## src/rtl/alu_core_pkg.sv

```systemverilog
// Shared opcode constants, divider state encoding and opcode-class helpers for alu_core.
// The iterative divider is built only when ALU_CORE_DIV_EN is defined.
package alu_core_pkg;

  localparam int DATA_W = 32;
  localparam int RES_W  = 64;

  localparam logic [4:0] OP_LD   = 5'b00000;
  localparam logic [4:0] OP_LDI  = 5'b00001;
  localparam logic [4:0] OP_ST   = 5'b00010;
  localparam logic [4:0] OP_ADD  = 5'b00011;
  localparam logic [4:0] OP_SUB  = 5'b00100;
  localparam logic [4:0] OP_AND  = 5'b00101;
  localparam logic [4:0] OP_OR   = 5'b00110;
  localparam logic [4:0] OP_ROR  = 5'b00111;
  localparam logic [4:0] OP_ROL  = 5'b01000;
  localparam logic [4:0] OP_SHR  = 5'b01001;
  localparam logic [4:0] OP_SHRA = 5'b01010;
  localparam logic [4:0] OP_SHL  = 5'b01011;
  localparam logic [4:0] OP_ADDI = 5'b01100;
  localparam logic [4:0] OP_ANDI = 5'b01101;
  localparam logic [4:0] OP_ORI  = 5'b01110;
  localparam logic [4:0] OP_DIV  = 5'b01111;
  localparam logic [4:0] OP_MUL  = 5'b10000;
  localparam logic [4:0] OP_NEG  = 5'b10001;
  localparam logic [4:0] OP_NOT  = 5'b10010;
  localparam logic [4:0] OP_BR   = 5'b10011;

  typedef enum logic [1:0] {
    S_IDLE = 2'd0,
    S_DIV  = 2'd1,
    S_FIX  = 2'd2
  } div_state_t;

  // Address-generating ops (ld/st/br) share the adder with add/addi.
  function automatic logic is_add_class(input logic [4:0] op);
    return (op == OP_ADD) || (op == OP_ADDI) || (op == OP_LD) ||
           (op == OP_LDI) || (op == OP_ST) || (op == OP_BR);
  endfunction

  function automatic logic is_and_class(input logic [4:0] op);
    return (op == OP_AND) || (op == OP_ANDI);
  endfunction

endpackage

```

## src/rtl/alu_core_div.sv

```systemverilog
// Iterative signed divider: restoring shift/subtract on magnitudes, one quotient bit
// per cycle (IDLE -> DIV x32 -> FIX -> IDLE); quotient/remainder are valid while done=1.
module alu_core_div
  import alu_core_pkg::*;
(
  input  logic              clk,
  input  logic              clr,
  input  logic              start,
  input  logic [DATA_W-1:0] dividend,
  input  logic [DATA_W-1:0] divisor,
  output logic [DATA_W-1:0] quotient,
  output logic [DATA_W-1:0] remainder,
  output logic              busy,
  output logic              done
);

  div_state_t        state, next_state;
  logic [4:0]        count;
  logic [DATA_W-1:0] dvsr;
  logic [DATA_W-1:0] quo;
  logic [DATA_W-1:0] rem;
  logic              neg_q;
  logic              neg_r;
  logic              dvsr_zero;
  logic [DATA_W-1:0] a_mag;
  logic [DATA_W-1:0] b_mag;
  logic [DATA_W:0]   trial;
  logic [DATA_W:0]   diff;

  assign a_mag = dividend[DATA_W-1] ? -dividend : dividend;
  assign b_mag = divisor[DATA_W-1]  ? -divisor  : divisor;
  assign trial = {rem, quo[DATA_W-1]};
  assign diff  = trial - {1'b0, dvsr};

  always_ff @(posedge clk) begin
    if (clr) state <= S_IDLE;
    else     state <= next_state;
  end

  always_comb begin
    next_state = state;
    case (state)
      S_IDLE:  if (start) next_state = S_DIV;
      S_DIV:   if (count == 5'd31) next_state = S_FIX;
      S_FIX:   next_state = S_IDLE;
      default: next_state = S_IDLE;
    endcase
  end

  // quo starts as the dividend magnitude and is shifted out as quotient bits shift in.
  always_ff @(posedge clk) begin
    if (clr) begin
      count     <= '0;
      dvsr      <= '0;
      quo       <= '0;
      rem       <= '0;
      neg_q     <= 1'b0;
      neg_r     <= 1'b0;
      dvsr_zero <= 1'b0;
    end else begin
      case (state)
        S_IDLE: begin
          if (start) begin
            count     <= '0;
            dvsr      <= b_mag;
            quo       <= a_mag;
            rem       <= '0;
            neg_q     <= dividend[DATA_W-1] ^ divisor[DATA_W-1];
            neg_r     <= dividend[DATA_W-1];
            dvsr_zero <= (divisor == '0);
          end
        end
        S_DIV: begin
          count <= count + 5'd1;
          if (!diff[DATA_W]) begin
            rem <= diff[DATA_W-1:0];
            quo <= {quo[DATA_W-2:0], 1'b1};
          end else begin
            rem <= trial[DATA_W-1:0];
            quo <= {quo[DATA_W-2:0], 1'b0};
          end
        end
        default: ;
      endcase
    end
  end

  // A zero divisor leaves rem = |A|, so the sign fix restores A; only the quotient is forced.
  always_comb begin
    busy      = (state != S_IDLE);
    done      = (state == S_FIX);
    quotient  = '0;
    remainder = '0;
    if (state == S_FIX) begin
      quotient  = dvsr_zero ? '1 : (neg_q ? -quo : quo);
      remainder = neg_r ? -rem : rem;
    end
  end

endmodule

```

## src/rtl/alu_core.sv

```systemverilog
// Clocked ALU core: single-cycle add/AND inline, signed divide in alu_core_div.
// Define ALU_CORE_DIV_EN to build the divider; otherwise opcode div acts as unknown.
module alu_core
  import alu_core_pkg::*;
(
  input  logic              clk,
  input  logic              clr,
  input  logic              start,
  input  logic [4:0]        opcode,
  input  logic [DATA_W-1:0] A,
  input  logic [DATA_W-1:0] B,
  output logic [RES_W-1:0]  C,
  output logic              cout,
  output logic              busy,
  output logic              done
);

  logic            accept;
  logic            is_div_op;
  logic [DATA_W:0] sum;
  logic            div_done;
  logic [DATA_W-1:0] div_q;
  logic [DATA_W-1:0] div_r;

  assign accept = start && !busy;
  assign sum    = {1'b0, A} + {1'b0, B};

`ifdef ALU_CORE_DIV_EN
  logic div_busy;

  assign is_div_op = (opcode == OP_DIV);
  assign busy      = div_busy;

  alu_core_div u_div (
    .clk       (clk),
    .clr       (clr),
    .start     (accept && is_div_op),
    .dividend  (A),
    .divisor   (B),
    .quotient  (div_q),
    .remainder (div_r),
    .busy      (div_busy),
    .done      (div_done)
  );
`else
  assign is_div_op = 1'b0;
  assign busy      = 1'b0;
  assign div_done  = 1'b0;
  assign div_q     = '0;
  assign div_r     = '0;
`endif

  // accept and div_done are exclusive: div_done only occurs while busy is high.
  always_ff @(posedge clk) begin
    if (clr) begin
      C    <= '0;
      cout <= 1'b0;
      done <= 1'b0;
    end else begin
      done <= 1'b0;
      if (accept && !is_div_op) begin
        done <= 1'b1;
        if (is_add_class(opcode)) begin
          C    <= {{(RES_W-DATA_W){1'b0}}, sum[DATA_W-1:0]};
          cout <= sum[DATA_W];
        end else if (is_and_class(opcode)) begin
          C    <= {{(RES_W-DATA_W){1'b0}}, A & B};
          cout <= 1'b0;
        end else begin
          C    <= '0;
          cout <= 1'b0;
        end
      end
      if (div_done) begin
        C    <= {div_r, div_q};
        cout <= 1'b0;
        done <= 1'b1;
      end
    end
  end

endmodule

```

## config.mk

```make
export PLATFORM = sky130hd
export DESIGN_NAME = alu_core
export DESIGN_NICKNAME = d
export VERILOG_FILES = /design/src/rtl/alu_core_pkg.sv /design/src/rtl/alu_core_div.sv /design/src/rtl/alu_core.sv
export SDC_FILE = /design/constraint.sdc
export NUM_CORES = 1
export LEC_CHECK = 0
export CAP_MARGIN = 20
export CELL_PAD_IN_SITES_DETAIL_PLACEMENT = 2
export CELL_PAD_IN_SITES_GLOBAL_PLACEMENT = 2
export CORE_AREA = 2 2 124 126
export DETAILED_ROUTE_END_ITERATION = 8
export DIE_AREA = 0 0 126 128
export GPL_TIMING_DRIVEN = 0
export HOLD_SLACK_MARGIN = 0.1
export MAX_ROUTING_LAYER = met4
export PLACE_DENSITY = 0.93
export SLEW_MARGIN = 20
export SYNTH_ARGS = -nofsm -noshare
export SYNTH_HDL_FRONTEND = slang
export SYNTH_SLANG_ARGS = --single-unit
```

## constraint.sdc

```tcl
create_clock -name clk -period 3.5 [get_ports clk]
set_input_delay 0.7 -clock clk [delete_from_list [all_inputs] [get_ports clk]]
set_output_delay 0.7 -clock clk [all_outputs]
set_load 0.02 [all_outputs]
```

==> results of run 1 <==
[flip-flops by register name (all words and copies together) (netlist names)]
register / flops
cout: 1
done: 1
C: 32
[cell families after synthesis]
| group | Yosys count |
|---|---|
| flip-flops | 34 |
| AO/OA/AOI/OAI | 173 |
| XOR/XNOR | 26 |
| adder cells (fa/ha/maj) | 33 |
| buffers and inverters | 67 |
| other | 1 |
| AND/OR/NAND/NOR | 143 |
[power by group]
part           leakage [uW]  internal, uW  total (uW)  switching [uW]
logic               0.00161           306         722             415
registers          0.000280           411         428            16.6
clock network     0.0000971           428         620             191
[critical path, cell delays in order]
cell and delay [ns]:
clkdlybuf4s50_1 0.42, ha_1 0.29, clkbuf_1 0.33, and3_1 0.28, o2111ai_1 0.16, a211o_1 0.41
o41ai_1 0.67, xnor2_1 0.20, o22ai_1 0.09
[what timing repair did]
item / in CTS / in global routing
pin swaps: 0 / 1
gates cloned: 0 / 0
gates resized for setup: 3 / 6
setup endpoints to repair: 4 / 12
[layer usage]
layer,up-vias,GRT usage [%]
met3,24,2.13
met1,2054,23.4
met4,0,6.46
met5,-,-
met2,134,34.1
li1,1971,-
[stage by stage]
step	std cells	hold WS, ns	setup slack [ns]
after floorplan	509	0.548	0.653
after global placement	801	0.476	-0.292
after detailed placement	801	0.492	-0.376
after CTS	809	0.500	0.0467
after global routing	809	0.522	0.00428
final	809	0.499	0.0954
[cells in the final DEF (no fill, tap or decap), types with 20 or more instances in the layout]
cell             netlist  layout
buf_4                 33      33
a21oi_1               44      42
ha_1                  32      32
nor2_1                46      46
clkdlybuf4s50_1        0     104
o21ai_0               40      38
conb_1                 1      33
dfxtp_1               34      34
clkbuf_1              27      27
a211oi_1              20      20
nand2_1               49      49
[path summary, 6_finish.rpt]
check,startpoint,to,slack (ns),depth (start not counted)
max,A[12],C[31]$_SDFFE_PP0P_,0.1,9
min,C[0]$_SDFFE_PP0P_,C[0]$_SDFFE_PP0P_,0.50,2
max reg2reg,C[25]$_SDFFE_PP0P_,C[25]$_SDFFE_PP0P_,2.59,3
min reg2reg,C[0]$_SDFFE_PP0P_,C[0]$_SDFFE_PP0P_,0.50,2
[cell type report]
class                      instances  area, um^2  area share, %
clock buffer                       6         139           2.71
inverter                           7        26.3          0.512
sequential                        34         681           13.3
buffer                            60         349           6.80
tap                              188         235           4.59
clock inverter                     2        60.1           1.17
timing repair buffer             104        1040           20.3
multi-input combinational        408        2600           50.7
==> out/results.ini, run 1 <==
[outcome]
status = complete, no violations

[placement]
dpl-instance-area_um2 = 4890
finalWeightedCongestion = 0.860
io_buffers = 104
hpwl_um = 12800

[cts]
clock_sinks = 34
clk_latency_ns = 0.29
htreeDepth = 2
cts_tree = yes
hold_buffers = 0
clk_path_buf_depth = 2
postCtsSetupRepairBufs = 0
cts_root_buf = clkbuf_16
clkTransAtPathRegs_ns = 0.06
numCtsBuffers = 5

[finish]
drive_gt1_share_pct = 8.70
antenna_cells = 0
fin_area_um2 = 5130
area_delta_synth_final_pct = 47.1
fillCellCount = 1718
final_nets = 725
final_util_pct = 34.5

[synth]
synth_commonest_cells = nand2_1, nor2_1, a21oi_1, o21ai_0, dfxtp_1
yosysMostFrequentCell = nand2_1
synthFlopType = dfxtp_1
yosys.area.top_type = dfxtp_1
synth-seq-cells = 34
synthesis.area_um2 = 3490
synth_area_leaders = dfxtp_1, ha_1, buf_4, a21oi_1, o21ai_0
yosysUniqueCellTypes = 54
syn_area_per_cell_um2 = 7.31
synth_edf_count = 0
synth_seq_area_share_pct = 19.5
yosys.area.top_type_share_pct = 19.5
synth_xor_area_share_pct = 6.53
synth_compound_area_share_pct = 32.5
synthSimpleGateAreaFrac_pct = 18.6
ys_warn_count = 0
synth-async-reset-ratio_pct = 0
synth_mux_area_share_pct = 0
synth_top_family_by_area = compound AO/OA/AOI/OAI gates
yosys.area_share.adder_pct = 12.1
netlist_instances = 477

[detailed_routing]
wl_per_cell_um = 19.3
drc = 0
wl_met2_um = 7860
wirelength_um = 15600
drtIter0Drc = 170
dr.max_layer_used = met4
met3_length_um = 620
vias_per_cell = 5.17
drtPass1Iterations = 4
final_antenna_net_count = 0
met1_length_um = 6820
vias = 4183

[setup_path]
worstPathMaxFanout = 8
worstSetupPathType = input pin to flip-flop
worstPathArrival_ns = 3.56
start_kind = input pin
cp_data_required_time_ns = 3.65
cp-end-kind = flip-flop

[global_route]
grt_pass1_wl_um = 24500
track_usage_pct = 19.5
antenna_found_initial = 0
grt.overflow.total = 0
grt_pass1_vias = 4571
grt_max_degree = 12

[die]
core_area_um2 = 14900
die_h_um = 128
fp-row-count = 45
dieArea_um2 = 16100
die_w_um = 126
io_pins = 139
initial_core_util_pct = 23.5

[timing]
hold_viol = 0
tightest_slew_ns = 0.782
clock.fmax_mhz = 294
period_needed_ns = 3.40
tns_ns = 0
drv_slew = 0
finClkSkew_ns = 0
max_slew_margin_pct = 47.9
rsz0062_at_grt = no
finalCritPeriodShare_pct = 97.3
setup_viol_count_final = 0

[pwr]
p_per_area_nw_per_um2 = 345
peakVddDrop_v = 0.000188
p_leak_uw = 0.00198
totalPowerFinal_uw = 1770

[flow_run]
maxCapViolCount = 0

[hold_path]
min_path_type = flip-flop to flip-flop

Note: power is estimated with default switching activity, not from simulation.
==> run 2, diff against run 1 <==
Settings changed: TNS_END_PERCENT from default to 30.
==> results of run 2 <==
Final layout, timing and power as in run 1 (identical DEF).
==> run 3, diff against run 2 <==
Settings changed: SLEW_MARGIN 20 to default.
==> out/results.ini, run 3 (synthesis results as in run 1) <==
[setup_path]
worstPathArrival_ns = 3.52
cp.buffers_inverters = 1
crit_chain = clkdlybuf4s50_1, ha_1, fa_1, a21oi_2, o211a_1, o21ai_1, a221oi_2, o211a_1, o31ai_2, xnor2_1, o22ai_1
cp-end-kind = flip-flop
critical_path.top_delay_family = compound AO/OA/AOI/OAI gates
path_common_cell = o211a_1
cp_data_required_time_ns = 3.63
critPathSlowestCell = clkdlybuf4s50_1
start_kind = input pin
worstSetupPathType = input pin to flip-flop
worstPathMaxFanout = 4
critPathMaxStageDelay_ns = 0.46

[detailed_routing]
vias = 4163
wl_per_cell_um = 18.9
final_antenna_net_count = 0
wirelength_um = 15300
vias_per_cell = 5.15
drc = 0
drtIter0Drc = 231
drtPass1Iterations = 4

[global_route]
antenna_found_initial = 0
grt.overflow.total = 0
grt_pass1_vias = 4519
grt_max_degree = 11
grt_pass1_wl_um = 24100
track_usage_pct = 19.1

[outcome]
status = complete, no violations

[timing]
setup_viol_count_final = 0
finalCritPeriodShare_pct = 96.7
max_slew_margin_pct = 54.9
rsz0062_at_grt = no
tns_ns = 0
tightest_slew_ns = 0.676
finClkSkew_ns = 0
clock.fmax_mhz = 295
period_needed_ns = 3.39
drv_slew = 0
hold_viol = 0

[finish]
antenna_cells = 0
drive_gt1_share_pct = 8.37
final_util_pct = 34.1
largest-register = C
regArea_um2 = 681
fillCellCount = 1734
area_delta_synth_final_pct = 45.1
multiInputGateArea_um2 = 2590
layout.cells.non_filler = 809
layout_commonest_cell = clkdlybuf4s50_1
layout_common_cells = clkdlybuf4s50_1, nand2_1, nor2_1
top_regs = C: 32 flops, cout: 1 flops, done: 1 flops
final_nets = 726
largest_reg_flops = 32

[flow_run]
maxCapViolCount = 0

[die]
fp-row-count = 45
initial_core_util_pct = 23.5
dieArea_um2 = 16100
die_w_um = 126
io_pins = 139
core_area_um2 = 14900
die_h_um = 128

[cts]
clkTransAtPathRegs_ns = 0.06
postCtsSetupRepairBufs = 0
htreeDepth = 2
clk_latency_ns = 0.28
numCtsBuffers = 5
cts_tree = yes
clock_sinks = 34
clk_path_buf_depth = 2
cts_root_buf = clkbuf_16

[hold_path]
min_path_type = flip-flop to flip-flop

[placement]
finalWeightedCongestion = 0.860
io_buffers = 104
hpwl_um = 12800
numPlacedInstances = 802

[pwr]
p_leak_uw = 0.00196
peakVddDrop_v = 0.000174
p_per_area_nw_per_um2 = 312

run 3: what timing repair did:
| action | 4_1_cts | 5_1_grt |
|---|---|---|
| pin swaps | 0 | 1 |
| endpoints found under the setup margin | 5 | 9 |
| hold buffers | 0 | 0 |
| resized for setup | 3 | 5 |
run 3: power by group:
part | internal (uW) | switching (uW) | leakage (uW) | total (uW)
Sequential | 411 | 15.8 | 0.000280 | 427
Clock | 257 | 175 | 0.0000694 | 432
Combinational | 306 | 412 | 0.00161 | 719
Total | 975 | 603 | 0.00196 | 1580
run 3: path summary, 6_finish.rpt:
kind,startpoint,to,slack [ns],cells past startpoint
setup / recovery,A[0],C[28]$_SDFFE_PP0P_,0.11,11
hold reg to reg,C[9]$_SDFFE_PP0P_,C[9]$_SDFFE_PP0P_,0.50,2
hold / removal,C[9]$_SDFFE_PP0P_,C[9]$_SDFFE_PP0P_,0.50,2
setup reg to reg,C[28]$_SDFFE_PP0P_,C[28]$_SDFFE_PP0P_,2.57,3
run 3: metal layers:
metal	wire, um	part of all wire, %	global-route usage, %	vias up
met5	0	0	-	-
met4	218	1.4	5.11	0
met3	496	3.2	1.67	15
met2	7670	50	33.9	109
met1	6900	45	23.3	2065
li1	-	-	-	1974
run 3: stage by stage:
stage / setup slack (ns) / hold WS [ns] / power, uW / instance area [um^2]
CTS: 0.0409 / 0.499 / 1570 / 5050
global route: 0.00151 / 0.524 / 1660 / 5060
floorplan: 0.653 / 0.548 / 864 / 3610
global placement: -0.292 / 0.476 / 1110 / 4880
finish: 0.114 / 0.499 / 1580 / 5060
detailed placement: -0.364 / 0.492 / 1140 / 4890
run 3: cell type report:
type	count	share of cell area, %
sequential	34	13.4
multi-input combinational	408	51.1
clock inverter	2	0.198
inverter	7	0.519
buffer	60	6.90
tap	188	4.65
clock buffer	5	2.47
timing repair buffer	105	20.7
run 3: worst reg2reg max path: stages, from the launching register on:
cell     delay (ns)
dfxtp_1        0.32
nor2b_1        0.15
a31oi_1        0.19
o22ai_1        0.12
